`config.mk`:
```
export PLATFORM = sky130hd
export DESIGN_NAME = pipelined_rca_adder
export DESIGN_NICKNAME = d
export VERILOG_FILES = /design/src/rtl/adder_pkg.sv /design/src/rtl/rca_segment.sv /design/src/rtl/pipelined_rca_adder.sv
export SDC_FILE = /design/constraint.sdc
export NUM_CORES = 1
export LEC_CHECK = 0
export ABC_AREA = 1
export BUFFER_PORTS_ARGS = -buffer_cell sky130_fd_sc_hd__buf_4
export CORE_ASPECT_RATIO = 0.9
export CORE_UTILIZATION = 60
export CTS_CLUSTER_SIZE = 30
export DETAILED_ROUTE_END_ITERATION = 12
export PLACE_DENSITY = 0.83
export SLEW_MARGIN = 10
export SYNTH_ARGS = -nofsm -noshare
export SYNTH_HDL_FRONTEND = slang
export SYNTH_SLANG_ARGS = --single-unit
```
`constraint.sdc`:
```
create_clock -name clk -period 6.5 [get_ports clk]
set_input_delay 0.65 -clock clk [delete_from_list [all_inputs] [get_ports clk]]
set_output_delay 0.65 -clock clk [all_outputs]
set_load 0.005 [all_outputs]
```
`src/rtl/adder_pkg.sv`:
```
// Shared constants and helpers for the pipelined ripple-carry adder.
// Stage count derives from the operand width and the segment width.
package adder_pkg;

  localparam logic OP_ADD = 1'b0;
  localparam logic OP_SUB = 1'b1;

  function automatic int calc_stages(input int width, input int seg_w);
    return width / seg_w;
  endfunction

endpackage

```
`src/rtl/rca_segment.sv`:
```
// Combinational ripple-carry adder for one SEG_W-bit segment.
// c_msb_in is the carry into the segment's top bit and is used for overflow detection.
module rca_segment #(
  parameter int SEG_W = 4
) (
  input  logic [SEG_W-1:0] a,
  input  logic [SEG_W-1:0] b,
  input  logic             ci,
  output logic [SEG_W-1:0] s,
  output logic             co,
  output logic             c_msb_in
);

  logic carry;

  always_comb begin
    carry    = ci;
    s        = '0;
    c_msb_in = ci;
    for (int i = 0; i < SEG_W; i++) begin
      if (i == SEG_W - 1) c_msb_in = carry;
      s[i]  = a[i] ^ b[i] ^ carry;
      carry = (a[i] & b[i]) | (carry & (a[i] ^ b[i]));
    end
    co = carry;
  end

endmodule

```
`src/rtl/pipelined_rca_adder.sv`:
```
// Pipelined ripple-carry adder/subtractor: one SEG_W-bit segment resolved per stage,
// global stall on output backpressure, and an internal reset-release synchronizer.
module pipelined_rca_adder
  import adder_pkg::*;
#(
  parameter int WIDTH = 16,
  parameter int SEG_W = 4
) (
  input  logic             clk,
  input  logic             rst_n,
  input  logic             in_valid,
  output logic             in_ready,
  input  logic [WIDTH-1:0] a,
  input  logic [WIDTH-1:0] b,
  input  logic             cin,
  input  logic             sub,
  output logic             out_valid,
  input  logic             out_ready,
  output logic [WIDTH-1:0] sum,
  output logic             cout,
  output logic             ovf
);

  localparam int STAGES = calc_stages(WIDTH, SEG_W);
  localparam int LAST   = STAGES - 1;

  if ((SEG_W < 1) || (WIDTH % SEG_W != 0)) begin : g_param_check
    $error("pipelined_rca_adder: WIDTH must be a non-zero multiple of SEG_W");
  end

  logic [1:0]       sync_q;
  logic             rst_sync_n;
  logic             stall;
  logic             en;
  logic [WIDTH-1:0] b_eff;
  logic             c0;

  // Assertion is immediate through rst_n; release reaches the pipeline two edges later.
  always_ff @(posedge clk or negedge rst_n) begin
    if (!rst_n) sync_q <= 2'b00;
    else        sync_q <= {sync_q[0], 1'b1};
  end
  assign rst_sync_n = sync_q[1];

  assign stall    = out_valid & ~out_ready;
  assign en       = ~stall;
  assign in_ready = ~stall;

  assign b_eff = b ^ {WIDTH{sub}};
  assign c0    = (sub == OP_SUB) ? 1'b1 : cin;

  for (genvar k = 0; k < STAGES; k++) begin : g_stage
    localparam int LO = k * SEG_W;
    localparam int HI = LO + SEG_W - 1;

    logic [SEG_W-1:0] sa;
    logic [SEG_W-1:0] sb;
    logic [SEG_W-1:0] ss;
    logic             sci;
    logic             sco;
    logic             v_d;
    logic [HI:0]      s_d;
    logic             v_q;
    logic             c_q;
    logic [HI:0]      s_q;

    if (k == 0) begin : g_in
      assign sa  = a[SEG_W-1:0];
      assign sb  = b_eff[SEG_W-1:0];
      assign sci = c0;
      assign v_d = in_valid;
      assign s_d = ss;
    end else begin : g_in
      assign sa  = g_stage[k-1].g_fwd.ra_q[HI:LO];
      assign sb  = g_stage[k-1].g_fwd.rb_q[HI:LO];
      assign sci = g_stage[k-1].c_q;
      assign v_d = g_stage[k-1].v_q;
      assign s_d = {ss, g_stage[k-1].s_q};
    end

    always_ff @(posedge clk or negedge rst_sync_n) begin
      if (!rst_sync_n) begin
        v_q <= 1'b0;
        c_q <= 1'b0;
        s_q <= '0;
      end else if (en) begin
        v_q <= v_d;
        c_q <= sco;
        s_q <= s_d;
      end
    end

    if (k < LAST) begin : g_fwd
      // Operand bits not yet consumed travel alongside the partial sum.
      logic             c_msb_unused;
      logic [WIDTH-1:HI+1] ra_d;
      logic [WIDTH-1:HI+1] rb_d;
      logic [WIDTH-1:HI+1] ra_q;
      logic [WIDTH-1:HI+1] rb_q;

      rca_segment #(.SEG_W(SEG_W)) u_seg (
        .a        (sa),
        .b        (sb),
        .ci       (sci),
        .s        (ss),
        .co       (sco),
        .c_msb_in (c_msb_unused)
      );

      if (k == 0) begin : g_src
        assign ra_d = a[WIDTH-1:HI+1];
        assign rb_d = b_eff[WIDTH-1:HI+1];
      end else begin : g_src
        assign ra_d = g_stage[k-1].g_fwd.ra_q[WIDTH-1:HI+1];
        assign rb_d = g_stage[k-1].g_fwd.rb_q[WIDTH-1:HI+1];
      end

      always_ff @(posedge clk or negedge rst_sync_n) begin
        if (!rst_sync_n) begin
          ra_q <= '0;
          rb_q <= '0;
        end else if (en) begin
          ra_q <= ra_d;
          rb_q <= rb_d;
        end
      end
    end else begin : g_last
      logic c_msb;
      logic cm_q;

      rca_segment #(.SEG_W(SEG_W)) u_seg (
        .a        (sa),
        .b        (sb),
        .ci       (sci),
        .s        (ss),
        .co       (sco),
        .c_msb_in (c_msb)
      );

      always_ff @(posedge clk or negedge rst_sync_n) begin
        if (!rst_sync_n)  cm_q <= 1'b0;
        else if (en)      cm_q <= c_msb;
      end
    end
  end

  assign out_valid = g_stage[LAST].v_q;
  assign sum       = g_stage[LAST].s_q;
  assign cout      = g_stage[LAST].c_q;
  assign ovf       = g_stage[LAST].c_q ^ g_stage[LAST].g_last.cm_q;

endmodule

```
==> metrics.yaml <==
clock_tree:
  clock_latency_ps: 350
  root_buffer: "clkbuf_8"
  htree_levels: 3
  cts_tree: "built"
  clk_pin_slew_ps: 90
  postCtsSetupBuffers: 0
  cts.sinks: 99
  postCtsResizedCells: 0
  clockBufferDepth: 2
  numCtsBuffers: 9
  hold_buffers: 0
synth:
  synthTopCellsByArea: "dfrtp_1 (58%), nand2_1 (22%), fa_1 (7.5%)"
  ys_types: 16
  synth.most_common_cell: "nand2_1"
  synthAdderAreaFrac_pct: 7.47
  yosys.area_share.xor_xnor_pct: 1.02
  ys.warnings.count: 0
  synth_top_family_by_area: "simple AND/OR/NAND/NOR gates"
  synth-edff-count: 0
  yosys-mux-area-fraction_pct: 0
  syn_area_um2: 4290
  ys_seq_area_share_pct: 57.8
  syn_inst: 479
  yosys.area_share.simple_pct: 23.2
  synth_common_cells: "nand2_1 (249), dfrtp_1 (99), inv_1 (44)"
  synth_ff_type: "dfrtp_1"
  synth_compound_area_share_pct: 3.50
  synthesis.area_per_instance_um2: 8.95
  synth_async_sr_flop_share_pct: 100
  ys_ff_latch: 99
  yosysTopAreaCell: "dfrtp_1"
  synth_top_cell_area_share_pct: 57.8
  synth_nets: 533
finish:
  layout-drive-gt1-share_pct: 14.7
  nets: 581
  areaGrowthSynthToFinish_pct: 15.1
  num_antenna_cells: 0
critical_path:
  rrSetupSlack_ps: 4260
  crit_fanout: 18
  r2r_end: "g_stage[2].s_q[11]$_DFFE_PN0N_"
  r2r-start: "g_stage[1].c_q$_DFFE_PN0N_"
  worstPathArrival_ps: 2650
  critPathLaunchType: "input port"
  critPathCaptureType: "register"
  startpoint: "sub"
  path_class: "input port to register"
  cp.required_ps: 6720
  crit_end: "g_stage[0].s_q[3]$_DFFE_PN0N_"
  r2r_cells: 8
timing:
  fmax_mhz: 413
  finalMaxSlewViolations: 0
  setup_ws_ps: 4080
  max_slew_margin_pct: 42.0
  hold_viol: 0
  skew_ps: 13.9
  fin_setup_tns_ps: 0
  tightest_slew_ps: 871
  period_needed_ps: 2420
  rsz0062_at_grt: "no"
  setup_viol: 0
  post-route-period-util_pct: 37.3
  whs_ps: 63.2
floorplanning:
  die_h_um: 82.2
  die_width_um: 91.1
  rows: 28
  dieArea_um2: 7490
  ioPinCount: 58
  start_util_pct: 63.7
  core_um2: 6730
power_and_ir_drop:
  p_leak_nw: 2.70
  ir_worst_vdd_uv: 188
  p_per_area_nw_per_um2: 429
placement:
  place_ws_ps: 3730
  hpwl_mm: 4.92
  place_congestion: 0.758
  numPortBuffers: 57
global_routing:
  antenna_found_initial: 0
  grt_pass1_vias: 2817
  grt.total_usage_pct: 22.2
  grt_pass1_wl_mm: 12.8
  grt_overflow: 0
  grt_max_degree: 98
drt:
  post_drt_wl_per_cell_um: 12.0
  via_per_inst: 4.89
  ant_nets: 0
  drc: 0
  drt_iter0_drc: 251
  drt-total-wl_mm: 7.44
  vias: 3043
  drtPass1Iterations: 4
worst_hold_path:
  hold_path_class: "input port to async pin"
job:
  max-cap-violations: 0
outcome:
  status: "finished clean"
-- cells by family (layout without fill, tap and decap cells) --
family	after synthesis	after routing
flops	99	99
buf+inv	68	121
compound gates	30	30
simple gates	260	260
other cells	1	1
xor+xnor	5	5
fa+ha+maj	16	16
-- per-stage QoR --
stage	util, %	instances	area (µm²)	power [mW]
after global placement	70.3	606	4730	1.68
final	73.3	622	4930	2.11
after CTS	73.3	622	4930	2.14
after detailed placement	70.3	606	4730	1.73
after global routing	73.3	622	4930	2.30
after floorplan	-	479	4290	1.49
-- layout by cell type (no fill, tap or decap) --
cell / instances
nand2_1: 249
dfrtp_1: 98
buf_4: 60
inv_1: 44
o21ai_0: 30
fa_1: 16
clkbuf_8: 11
nand3_1: 8
xor2_1: 3
xnor2_1: 2
clkbuf_1: 2
nand2_2: 1
nor2_1: 1
inv_2: 1
nor2_4: 1
clkinvlp_4: 1
bufinv_16: 1
clkinv_4: 1
conb_1: 1
dfrtp_4: 1
-- worst min-delay path by stage --
stage,from,endpoint,cells past startpoint
after CTS,rst_n,sync_q[1]$_DFF_PN0_,1
after global placement,sync_q[1]$_DFF_PN0_,g_stage[2].g_fwd.ra_q[12]$_DFFE_PN0N_,0
after detailed placement,sync_q[1]$_DFF_PN0_,g_stage[2].g_fwd.ra_q[12]$_DFFE_PN0N_,0
final,rst_n,sync_q[1]$_DFF_PN0_,1
after global routing,rst_n,sync_q[1]$_DFF_PN0_,1
after floorplan,sync_q[0]$_DFF_PN0_,sync_q[1]$_DFF_PN0_,0
-- state kept, by name (all words and copies together) (netlist names) --
name	cells
cout	1
g_stage.c_q	3
g_stage.g_fwd.ra_q	24
g_stage.g_fwd.rb_q	24
g_stage.g_last.cm_q	1
g_stage.s_q	24
g_stage.v_q	3
out_valid	1
sum	16
sync_q	2
-- area by class of cell --
| class | count | area, µm² |
|---|---|---|
| clock buffers | 13 | 159 |
| clock inverters | 3 | 46.3 |
| fillers | 512 | 1790 |
| inverters | 45 | 169 |
| multi-input cells | 312 | 1510 |
| flip-flops and latches | 99 | 2480 |
| well taps | 90 | 113 |
| repair buffers | 60 | 450 |
-- power by group --
part / internal, mW / switching, mW
Sequential: 0.880 / 0.143
Combinational: 0.298 / 0.397
Clock: 0.200 / 0.196
-- routing by layer --
layer	global-route usage, %	routed length, µm
met2	37.3	3710
met1	29.7	3350
met3	3.48	280
met4	9.21	105
met5	0	0
-- critical path, cell delays in order --
cell and delay (ps):
buf_4 180, xnor2_1 170, fa_1 390, inv_1 70, fa_1 160, inv_1 50, fa_1 350, inv_1 80
fa_1 400, nand2_1 70, nand2_1 70
Power figures use the tool's default switching activity.
